**config.mk**
```make
export PLATFORM = sky130hd
export DESIGN_NAME = jtopl_wrseq_flat
export DESIGN_NICKNAME = d
export VERILOG_FILES = /design/src/rtl/jtopl_wrseq_if.sv /design/src/rtl/jtopl_wrseq.sv /design/src/flat_wrapper.sv
export SDC_FILE = /design/constraint.sdc
export NUM_CORES = 1
export LEC_CHECK = 0
export BUFFER_PORTS_ARGS = -buffer_cell sky130_fd_sc_hd__buf_2
export CELL_PAD_IN_SITES_DETAIL_PLACEMENT = 2
export CELL_PAD_IN_SITES_GLOBAL_PLACEMENT = 2
export CORE_MARGIN = 10
export CORE_UTILIZATION = 42
export DETAILED_ROUTE_END_ITERATION = 8
export GPL_TIMING_DRIVEN = 0
export PLACE_DENSITY = 0.75
export SLEW_MARGIN = 20
export SYNTH_ARGS = -nofsm -noshare
export SYNTH_HDL_FRONTEND = slang
export SYNTH_SLANG_ARGS = --single-unit
```
**constraint.sdc**
```tcl
create_clock -name clk -period 3.86 [get_ports clk]
set_input_delay 0.965 -clock clk [delete_from_list [all_inputs] [get_ports clk]]
set_output_delay 0.965 -clock clk [all_outputs]
set_load 0.1 [all_outputs]
```
**src/rtl/jtopl_wrseq_if.sv**
```systemverilog
// jtopl_wrseq_if
//   Groups the host request handshake and the OPL register bus of the write
//   sequencer into one bundle.
//
//   Handshake: the host holds in_reg/in_val stable with in_valid high; a pair
//   is taken on every clk edge where in_valid && in_ready. in_ready does not
//   depend on in_valid. in_valid may drop at any time without a transfer.
//
//   Signals:
//     in_reg, in_val  register number / value offered by the host
//     in_valid        request present
//     in_ready        sequencer FIFO can accept
//     write           one-clk write strobe towards the OPL (only on cen clks)
//     addr            0 = register-select phase, 1 = data phase
//     dout            bus data
//     seq_state       encoded sequencer state, for observation only
//
//   Modports:
//     master  host side (drives the request, observes the bus)
//     slave   sequencer side
interface jtopl_wrseq_if;
   logic [7:0] in_reg;
   logic [7:0] in_val;
   logic       in_valid;
   logic       in_ready;
   logic       write;
   logic       addr;
   logic [7:0] dout;
   logic [2:0] seq_state;

   modport master (
      output in_reg, in_val, in_valid,
      input  in_ready, write, addr, dout, seq_state
   );

   modport slave (
      input  in_reg, in_val, in_valid,
      output in_ready, write, addr, dout, seq_state
   );
endinterface

```
**src/rtl/jtopl_wrseq.sv**
```systemverilog
// jtopl_wrseq
//   Host-side write sequencer for the two-phase OPL register bus. (register,
//   value) pairs are queued in a 2**AW entry FIFO and replayed as an address
//   pulse followed by a data pulse, with ADDR_WAIT cen ticks of settle time
//   after the address pulse and DATA_WAIT cen ticks after the data pulse.
//
//   Ports:
//     clk    system clock
//     rst    asynchronous active-high reset (aborts everything, empties FIFO)
//     cen    chip clock enable; every state advance and bus pulse needs cen=1
//     bus    jtopl_wrseq_if.slave: request handshake + OPL bus outputs
//     busy   FIFO non-empty or a sequence in progress
//     level  FIFO occupancy
//
//   Optional build macro JTOPL_WRSEQ_SKIPADDR_EN: remembers the last register
//   selected on the bus; an entry whose register matches it skips the
//   address phase and goes straight to the data pulse.
//
//   The write strobe is combinational from state and cen so that it is high
//   exactly in the clk cycle whose closing edge is the cen tick of the pulse.
//   addr/dout show the pulse contents during a pulse and otherwise hold the
//   last pulsed values.
module jtopl_wrseq #(
   parameter int AW        = 3,
   parameter int ADDR_WAIT = 12,
   parameter int DATA_WAIT = 84
)(
   input  logic          clk,
   input  logic          rst,
   input  logic          cen,
   jtopl_wrseq_if.slave  bus,
   output logic          busy,
   output logic [AW:0]   level
);

   localparam int DEPTH = 2**AW;
   localparam int MAXW  = (ADDR_WAIT > DATA_WAIT) ? ADDR_WAIT : DATA_WAIT;
   localparam int CW    = $clog2(MAXW + 1);

   localparam logic [CW-1:0] A_LOAD  = CW'(ADDR_WAIT - 1);
   localparam logic [CW-1:0] D_LOAD  = CW'(DATA_WAIT - 1);
   localparam logic [CW-1:0] CNT_ONE = CW'(1);
   localparam logic [AW:0]   FULL    = (AW+1)'(DEPTH);
   localparam logic [AW:0]   PTR_ONE = (AW+1)'(1);

   typedef enum logic [2:0] {IDLE, ADDR, AWAIT, DATA, DWAIT} state_t;

   state_t        state, state_nx;
   logic [CW-1:0] cnt;
   logic [7:0]    hold_reg, hold_val;
   logic          addr_q;
   logic [7:0]    dout_q;

   logic          push, pop, skip;
   logic          pulse_a, pulse_d, dec;

   // ---------------------------------------------------------------- FIFO
   // Pointers carry one extra bit so full and empty are distinguishable.
   logic [7:0]    mem_reg [DEPTH];
   logic [7:0]    mem_val [DEPTH];
   logic [AW:0]   wr_ptr, rd_ptr;
   logic [7:0]    head_reg, head_val;

   assign level        = wr_ptr - rd_ptr;
   assign bus.in_ready = (level != FULL);
   assign push         = bus.in_valid && bus.in_ready;
   assign head_reg     = mem_reg[rd_ptr[AW-1:0]];
   assign head_val     = mem_val[rd_ptr[AW-1:0]];

   always_ff @(posedge clk) begin
      if (push) begin
         mem_reg[wr_ptr[AW-1:0]] <= bus.in_reg;
         mem_val[wr_ptr[AW-1:0]] <= bus.in_val;
      end
   end

   always_ff @(posedge clk or posedge rst) begin
      if (rst) begin
         wr_ptr <= '0;
         rd_ptr <= '0;
      end else begin
         if (push) wr_ptr <= wr_ptr + PTR_ONE;
         if (pop)  rd_ptr <= rd_ptr + PTR_ONE;
      end
   end

   // ------------------------------------------------- address-phase skip
`ifdef JTOPL_WRSEQ_SKIPADDR_EN
   logic       last_valid;
   logic [7:0] last_reg;

   always_ff @(posedge clk or posedge rst) begin
      if (rst) begin
         last_valid <= 1'b0;
         last_reg   <= 8'h00;
      end else if (pulse_a) begin
         last_valid <= 1'b1;
         last_reg   <= hold_reg;
      end
   end

   // Compared against the head, which is the entry being popped this clk.
   assign skip = last_valid && (head_reg == last_reg);
`else
   assign skip = 1'b0;
`endif

   // ----------------------------------------------------------------- FSM
   always_ff @(posedge clk or posedge rst) begin
      if (rst) state <= IDLE;
      else     state <= state_nx;
   end

   always_comb begin
      state_nx = state;
      pop      = 1'b0;
      pulse_a  = 1'b0;
      pulse_d  = 1'b0;
      dec      = 1'b0;
      if (cen) begin
         case (state)
            IDLE: begin
               if (level != '0) begin
                  pop      = 1'b1;
                  state_nx = skip ? DATA : ADDR;
               end
            end
            ADDR: begin
               pulse_a  = 1'b1;
               state_nx = AWAIT;
            end
            AWAIT: begin
               if (cnt == '0) state_nx = DATA;
               else           dec      = 1'b1;
            end
            DATA: begin
               pulse_d  = 1'b1;
               state_nx = DWAIT;
            end
            DWAIT: begin
               // Leaving DWAIT pops directly so back-to-back entries lose
               // no tick passing through IDLE.
               if (cnt == '0) begin
                  if (level != '0) begin
                     pop      = 1'b1;
                     state_nx = skip ? DATA : ADDR;
                  end else begin
                     state_nx = IDLE;
                  end
               end else begin
                  dec = 1'b1;
               end
            end
            default: state_nx = IDLE;
         endcase
      end
   end

   // ------------------------------------------------------------ datapath
   always_ff @(posedge clk or posedge rst) begin
      if (rst) begin
         cnt      <= '0;
         hold_reg <= 8'h00;
         hold_val <= 8'h00;
         addr_q   <= 1'b0;
         dout_q   <= 8'h00;
      end else begin
         if (pop) begin
            hold_reg <= head_reg;
            hold_val <= head_val;
         end
         if (pulse_a) begin
            cnt    <= A_LOAD;
            addr_q <= 1'b0;
            dout_q <= hold_reg;
         end else if (pulse_d) begin
            cnt    <= D_LOAD;
            addr_q <= 1'b1;
            dout_q <= hold_val;
         end else if (dec) begin
            cnt    <= cnt - CNT_ONE;
         end
      end
   end

   // ------------------------------------------------------------- outputs
   assign bus.write     = pulse_a | pulse_d;
   assign bus.addr      = pulse_d ? 1'b1     : (pulse_a ? 1'b0     : addr_q);
   assign bus.dout      = pulse_d ? hold_val : (pulse_a ? hold_reg : dout_q);
   assign bus.seq_state = state;
   assign busy          = (level != '0) || (state != IDLE);

endmodule
```
**src/flat_wrapper.sv**
```systemverilog
// flat-port wrapper written by rule: the top's interface ports become plain ports
module jtopl_wrseq_flat 
#(
   parameter int AW        = 3,
   parameter int ADDR_WAIT = 12,
   parameter int DATA_WAIT = 84
)
  (clk, rst, cen, busy, level, bus_in_reg, bus_in_val, bus_in_valid, bus_in_ready, bus_write, bus_addr, bus_dout, bus_seq_state);
  jtopl_wrseq_if bus_i ();
  input  logic clk;
  input  logic rst;
  input  logic cen;
  output logic busy;
  output logic [AW:0] level;
  input wire logic [$bits(bus_i.in_reg)-1:0] bus_in_reg;
  input wire logic [$bits(bus_i.in_val)-1:0] bus_in_val;
  input wire logic [$bits(bus_i.in_valid)-1:0] bus_in_valid;
  output wire logic [$bits(bus_i.in_ready)-1:0] bus_in_ready;
  output wire logic [$bits(bus_i.write)-1:0] bus_write;
  output wire logic [$bits(bus_i.addr)-1:0] bus_addr;
  output wire logic [$bits(bus_i.dout)-1:0] bus_dout;
  output wire logic [$bits(bus_i.seq_state)-1:0] bus_seq_state;
  assign bus_i.in_reg = bus_in_reg;
  assign bus_i.in_val = bus_in_val;
  assign bus_i.in_valid = bus_in_valid;
  assign bus_in_ready = bus_i.in_ready;
  assign bus_write = bus_i.write;
  assign bus_addr = bus_i.addr;
  assign bus_dout = bus_i.dout;
  assign bus_seq_state = bus_i.seq_state;
  jtopl_wrseq #(.AW(AW), .ADDR_WAIT(ADDR_WAIT), .DATA_WAIT(DATA_WAIT)) u_core (.clk(clk), .rst(rst), .cen(cen), .bus(bus_i), .busy(busy), .level(level));
endmodule
```
* Yosys cells after proc, flatten, opt, wreduce, memory -nomap -nowiden
Memories as Yosys holds them, arrays and structs flattened. A register that Yosys moved wholly into a read port is not among the register bits.
Cells that the tools add are included.
** Operators by class
- Multiply operators :: 0
- Bitwise logic cells :: 1
- Reductions and logical operators :: 10
- Equality and inequality tests :: 8
- Divide/modulo/power cells :: 0
- Multiplexer cells :: 29
- Order comparisons :: 0
- Shift operators :: 0
- $add $sub $neg :: 4
** Operators by type and width (number)
- 8-bit two-way mux :: 4
- 7-bit two-way mux :: 3
- 1-bit two-way mux :: 17
- 3-bit case mux with 5 select lines :: 1
- 3-bit two-way mux :: 3
- 4-bit by 1-bit adder with 4-bit output (second input constant) :: 2
- 7-bit zero test :: 1
- 7-bit by 1-bit subtractor with 7-bit output (second input constant) :: 1
- 3-bit by 2-bit == test with 1-bit output (second input constant) :: 2
- 2-bit by 1-bit inequality test with 1-bit output (second input constant) :: 3
- 3-bit nonzero test :: 2
- 4-bit inequality test (second input constant) :: 1
- 4-bit AND reduction :: 1
- 4-bit nonzero test :: 1
- 4-bit subtractor :: 1
- 3-bit by 1-bit == test with 1-bit output (second input constant) :: 1
- 3-bit == test (second input constant) :: 1
- 3-bit zero test :: 1
- 1-bit case mux with 2 select lines :: 1
- 2-bit nonzero test :: 1
- 2-bit OR reduction :: 1
- 1-bit logical AND :: 1
- 1-bit logical OR :: 1
- 1-bit bitwise OR :: 1
** Storage, ports and cells
- Bits in latches :: 0
- Memories kept :: 2
- Bits in writable memories :: 128
- Register bits :: 27
- Output and inout port bits :: 19
- Input port bits :: 20
- Memory bits (read-only) :: 0
** Memories
- u_core.mem_reg :: depth 8, width 8, read ports 1, clocked after Yosys merged registers in 1, write ports 1, RTL line jtopl_wrseq.sv:59 : logic [7:0] mem_reg [DEPTH];
- u_core.mem_val :: depth 8, width 8, read ports 1, clocked after Yosys merged registers in 1, write ports 1, RTL line jtopl_wrseq.sv:60 : logic [7:0] mem_val [DEPTH];

* Logic depth before layout (Yosys ltp)
- Depth in word-level cells :: 7
- Mapped depth :: 11

* Worst setup path after synthesis
No wires, ideal clock.
- Kind :: reg-to-reg
- Start :: register u_core.rd_ptr[2]
- End :: memory u_core.mem_reg[0][0], enable pin
- Arrival :: 4.908 ns
- Cell stages (with the launch flop) :: 10
- Path slack :: -1.478 ns
- Setup time :: 0.430 ns
- Period minus slack after synthesis :: 5.338 ns
- Path buffers :: 3
- Cell sequence :: dfrtp_1 -> clkbuf_1 -> buf_1 -> inv_1 -> ha_1 -> xor2_1 -> nor3_1 -> nor3b_1 -> buf_2 -> nor4_1
** Between the ends
- Word-level cells in the longest chain between the ends :: 5
** Ends and longest elaborated chain
- start, declared :: RTL line jtopl_wrseq.sv:61 : logic [AW:0] wr_ptr, rd_ptr;
- start signal, assigned :: RTL line jtopl_wrseq.sv:83 : if (pop) rd_ptr <= rd_ptr + PTR_ONE;
- 4-bit subtractor :: RTL line jtopl_wrseq.sv:64 : assign level = wr_ptr - rd_ptr;
- net level[2] :: RTL line flat_wrapper.sv:14 : output logic [AW:0] level;
- 4-bit inequality test :: RTL line jtopl_wrseq.sv:65 : assign bus.in_ready = (level != FULL);
- 1-bit logical AND :: RTL line jtopl_wrseq.sv:66 : assign push = bus.in_valid && bus.in_ready;
- 1-bit two-way mux :: RTL line jtopl_wrseq.sv:71 : if (push) begin
- 1-bit two-way mux (not written as such) :: RTL line jtopl_wrseq.sv:72 : mem_reg[wr_ptr[AW-1:0]] <= bus.in_reg;
- end, declared :: RTL line jtopl_wrseq.sv:59
The timed path passes the listed nets, and every way through them passes these cells.

* Worst setup path in the final report
- Start :: register u_core.wr_ptr[0]
- End :: output port bus_in_ready
** Between the ends
- Word-level cells in the longest chain between the ends :: 2
** Ends and longest elaborated chain
- start, declared :: RTL line jtopl_wrseq.sv:61
- start signal, assigned :: RTL line jtopl_wrseq.sv:82 : if (push) wr_ptr <= wr_ptr + PTR_ONE;
- 4-bit subtractor :: RTL line jtopl_wrseq.sv:64
- 4-bit inequality test :: RTL line jtopl_wrseq.sv:65
- end, declared :: RTL line flat_wrapper.sv:18 : output wire logic [$bits(bus_i.in_ready)-1:0] bus_in_ready;
Every way passes these cells.

==> metrics.md <==
| Metric | Value |
|---|---|
| Remaining antenna violation count | `0` |
| Vias | `3824` |
| Critical path launch point type | `flop` |
| Max Fanout on Critical Path | `6` |
| CP Buf/Inv Count | `5` |
| Status | `finished, final reports clean` |
| Worst-skew pair later-pin latency | `0.43 ns` |
| Die ar. | `22500 um^2` |
| Area grow syn2layout | `20.2%` |
| Cell area after synthesis | `7110 um^2` |
| H-tree Lvls | `4` |
| Drt wl/cell | `26.2 um` |
| Post-synthesis simple-gate area fraction | `0.0515` |
| Initial Util | `0.429` |
| Dpl cell area | `7850 um^2` |
| Die W | `150 um` |
| Setup violators final | `0` |
| DR pass1 iterations | `4` |
| I/O Buffers | `38` |
| MaxCap Viol Count | `0` |
| Total number of yosys warnings | `0` |
| Yosys cell types | `44` |
| Number of global-route vias before repair | `4422` |
| Slew @ Worst Pin | `0.747 ns` |
| Max_slew headroom | `0.502` |
| Post-layout net count | `503` |
| N_diodes | `0` |
| All-layer global routing usage | `0.173` |
| Sequential area share after synthesis | `0.692` |
| First-pass GRT wire length | `28400 um` |
| Compound-Gate Fraction of Synth Area | `0.0336` |
| R2R setup slack | `0.56 ns` |
| Clock transition at the registers of the reported paths | `0.07 ns` |
| CTS Buffer Depth | `2` |
| Final WS setup | `0.160 ns` |
| Min Hold Slack | `0.468 ns` |
| Pre-CTS setup slack | `-0.119 ns` |
| Most common cell on crit path | `inv_1` |
| R2r startpoint | `u_core.rd_ptr[1]` |
| Fmax achieved | `270 MHz` |
| Hold_buf cts | `0` |
| Largest family of logic cells by synthesized area | `multiplexers` |
| Layout cells sized above 1 | `0.393` |
| Period utilisation layout | `0.959` |
| CP required | `2.89 ns` |
| Largest area contributor in the netlist | `edfxtp_1` |
| Fin. Hold Viols | `0` |
| Data arrival time of the critical path | `2.74 ns` |
| R2r worst-path depth | `11` |
| Area share of fa/ha/maj cells after synthesis | `0.0151` |
| Die span in y | `150 um` |
| Post-Syn Instances | `396` |
| CTS tree | `done` |
| Vias per inst | `5.40` |
| Starting DRC count in detailed routing | `192` |
| Row Count | `47` |
| Top cells by area, synth | `edfxtp_1 54%, dfrtp_1 15%, mux4_2 10%` |
| Clock Tree Root | `clkbuf_16` |
| CP peak stage delay | `0.45 ns` |
| Final Cell Area | `8550 um^2` |
| Synth Area in XOR/XNOR | `0.0135` |
| Syn nets | `424` |
| Min Tclk post-route | `3.70 ns` |
| Placeable core area | `16600 um^2` |
| Fillers | `1481` |
| Family with the most delay on the worst path | `buffers and inverters` |
| Syn avg cell area | `18.0 um^2` |
| Hold WC Path Type | `input port to asynchronous set/reset pin` |
| Clk sinks | `171` |
| Total CTS buffers | `17` |
| DRC viols | `0` |
| Grt ovf | `0` |
| Initial antenna violation count | `0` |
| Clk_skew | `0.00958 ns` |
| Crit path cell chain | `inv_2, ha_1, inv_1, fa_2, xor2_4, nor3_2, nor3b_4, buf_6, inv_1, buf_4` |
| Final HPWL DP | `13000 um` |
| RR Endpoint | `u_core.mem_reg[7][5]` |
| RePlAce Congestion | `0.769` |
| Slowest-stage cell, CP | `dfrtp_2` |
| IO Count | `39` |
| Synth Register Bits | `171` |
| Largest net degree at the start of global routing | `33` |
| Crit. End Element | `output port` |
| Max-slew violations | `0` |
| Overall routed net length | `18600 um` |
| CP Class | `flop to output port` |
| Yosys top cell area share | `0.540` |
| Multiplexer area fraction after synthesis | `0.170` |
worst max-delay path by stage:
stage	slack (ns)	endpoint	start	cells after the start
floorplan	-0.26	bus_dout[0]	u_core.bus.seq_state[0]	4
global placement	-1.05	u_core.mem_val[3][2]	u_core.rd_ptr[2]	9
detailed placement	-0.12	bus_in_ready	u_core.rd_ptr[2]	10
CTS	-0.02	busy	u_core.rd_ptr[2]	8
global route	-0.02	busy	u_core.rd_ptr[2]	8
finish	0.16	bus_in_ready	u_core.wr_ptr[0]	10
Yosys cell counts, drive strengths merged:
cell     count
nor2         3
a21oi        3
mux2        33
xor2         5
nand3        7
nor4         4
buf         11
inv         13
o21ai       25
nand3b       3
ha           7
a2111oi      2
and3         3
xnor2        6
fa           1
mux4        32
nand2b       3
and2         1
o2111ai      1
nor3         9
dfrtp       43
nand2       24
nand4        1
clkbuf       8
a211o        1
a211oi       2
mux2i        9
nor4b        1
nor3b        2
a21boi       1
o311ai       2
and3b        2
edfxtp     128
repair_timing:
| action | CTS | global route |
|---|---|---|
| buffers inserted | 0 | 7 |
| gates resized for setup | 9 | 4 |
| gates cloned | 0 | 0 |
| setup endpoints to repair | 3 | 2 |
metrics by stage:
| step | instances | setup TNS [ns] | util |
|---|---|---|---|
| floorplan | 396 | -3.67 | - |
| detailed placement | 671 | -0.119 | 0.473 |
| CTS | 701 | -0.0160 | 0.511 |
| finish | 708 | 0 | 0.515 |
| global placement | 654 | -114.60 | 0.459 |
| global route | 708 | -0.0202 | 0.515 |
cell families after synthesis:
| family | count (synthesis) |
|---|---|
| flip-flops | 171 |
| AND/OR/NAND/NOR | 63 |
| AO/OA/AOI/OAI | 37 |
| multiplexers | 74 |
| XOR/XNOR | 11 |
| buffers and inverters | 32 |
| adder cells (fa/ha/maj) | 8 |
per-layer routing:
| layer | global-route usage | vias up | share of wire |
|---|---|---|---|
| met3 | 0.0384 | 13 | 0.028 |
| met1 | 0.210 | 2048 | 0.42 |
| li1 | - | 1703 | - |
| met2 | 0.306 | 60 | 0.54 |
| met5 | 0 | - | 0 |
| met4 | 0.0413 | 0 | 0.0057 |
layout by cell type (no fill, tap or decap), types with 3 or more instances in the layout:
| cell type | netlist | final |
|---|---|---|
| inv_1 | 13 | 11 |
| buf_4 | 2 | 14 |
| clkbuf_1 | 8 | 7 |
| o21ai_0 | 24 | 16 |
| clkinv_4 | 0 | 3 |
| bufinv_16 | 0 | 3 |
| mux2_4 | 7 | 7 |
| nor2_1 | 3 | 3 |
| xnor2_1 | 6 | 6 |
| inv_6 | 0 | 3 |
| nand3b_1 | 3 | 3 |
| o21ai_1 | 1 | 8 |
| clkbuf_16 | 0 | 17 |
| mux2i_1 | 9 | 9 |
| dfrtp_1 | 43 | 41 |
| nand3_1 | 7 | 7 |
| nand2_1 | 24 | 23 |
| nand2b_1 | 3 | 3 |
| xor2_1 | 5 | 4 |
| mux2_2 | 26 | 26 |
| buf_2 | 1 | 36 |
| nor3_2 | 0 | 6 |
| buf_6 | 4 | 18 |
| edfxtp_1 | 128 | 128 |
| and3_1 | 3 | 3 |
| ha_1 | 7 | 7 |
| nor4_4 | 1 | 3 |
| mux4_2 | 32 | 32 |
cell type report:
class | instances | area (um^2) | area share
flip-flops and latches | 171 | 4920 | 0.576
multi-input cells | 193 | 2130 | 0.249
repair buffers | 62 | 429 | 0.0502
clock buffers | 17 | 425 | 0.0498
well taps | 220 | 275 | 0.0322
clock inverters | 15 | 189 | 0.0221
plain buffers | 17 | 133 | 0.0155
inverters | 13 | 48.8 | 0.00571
Power is not shown: default switching activity piles up to over one toggle a cycle in this logic, so the estimate is an artifact.
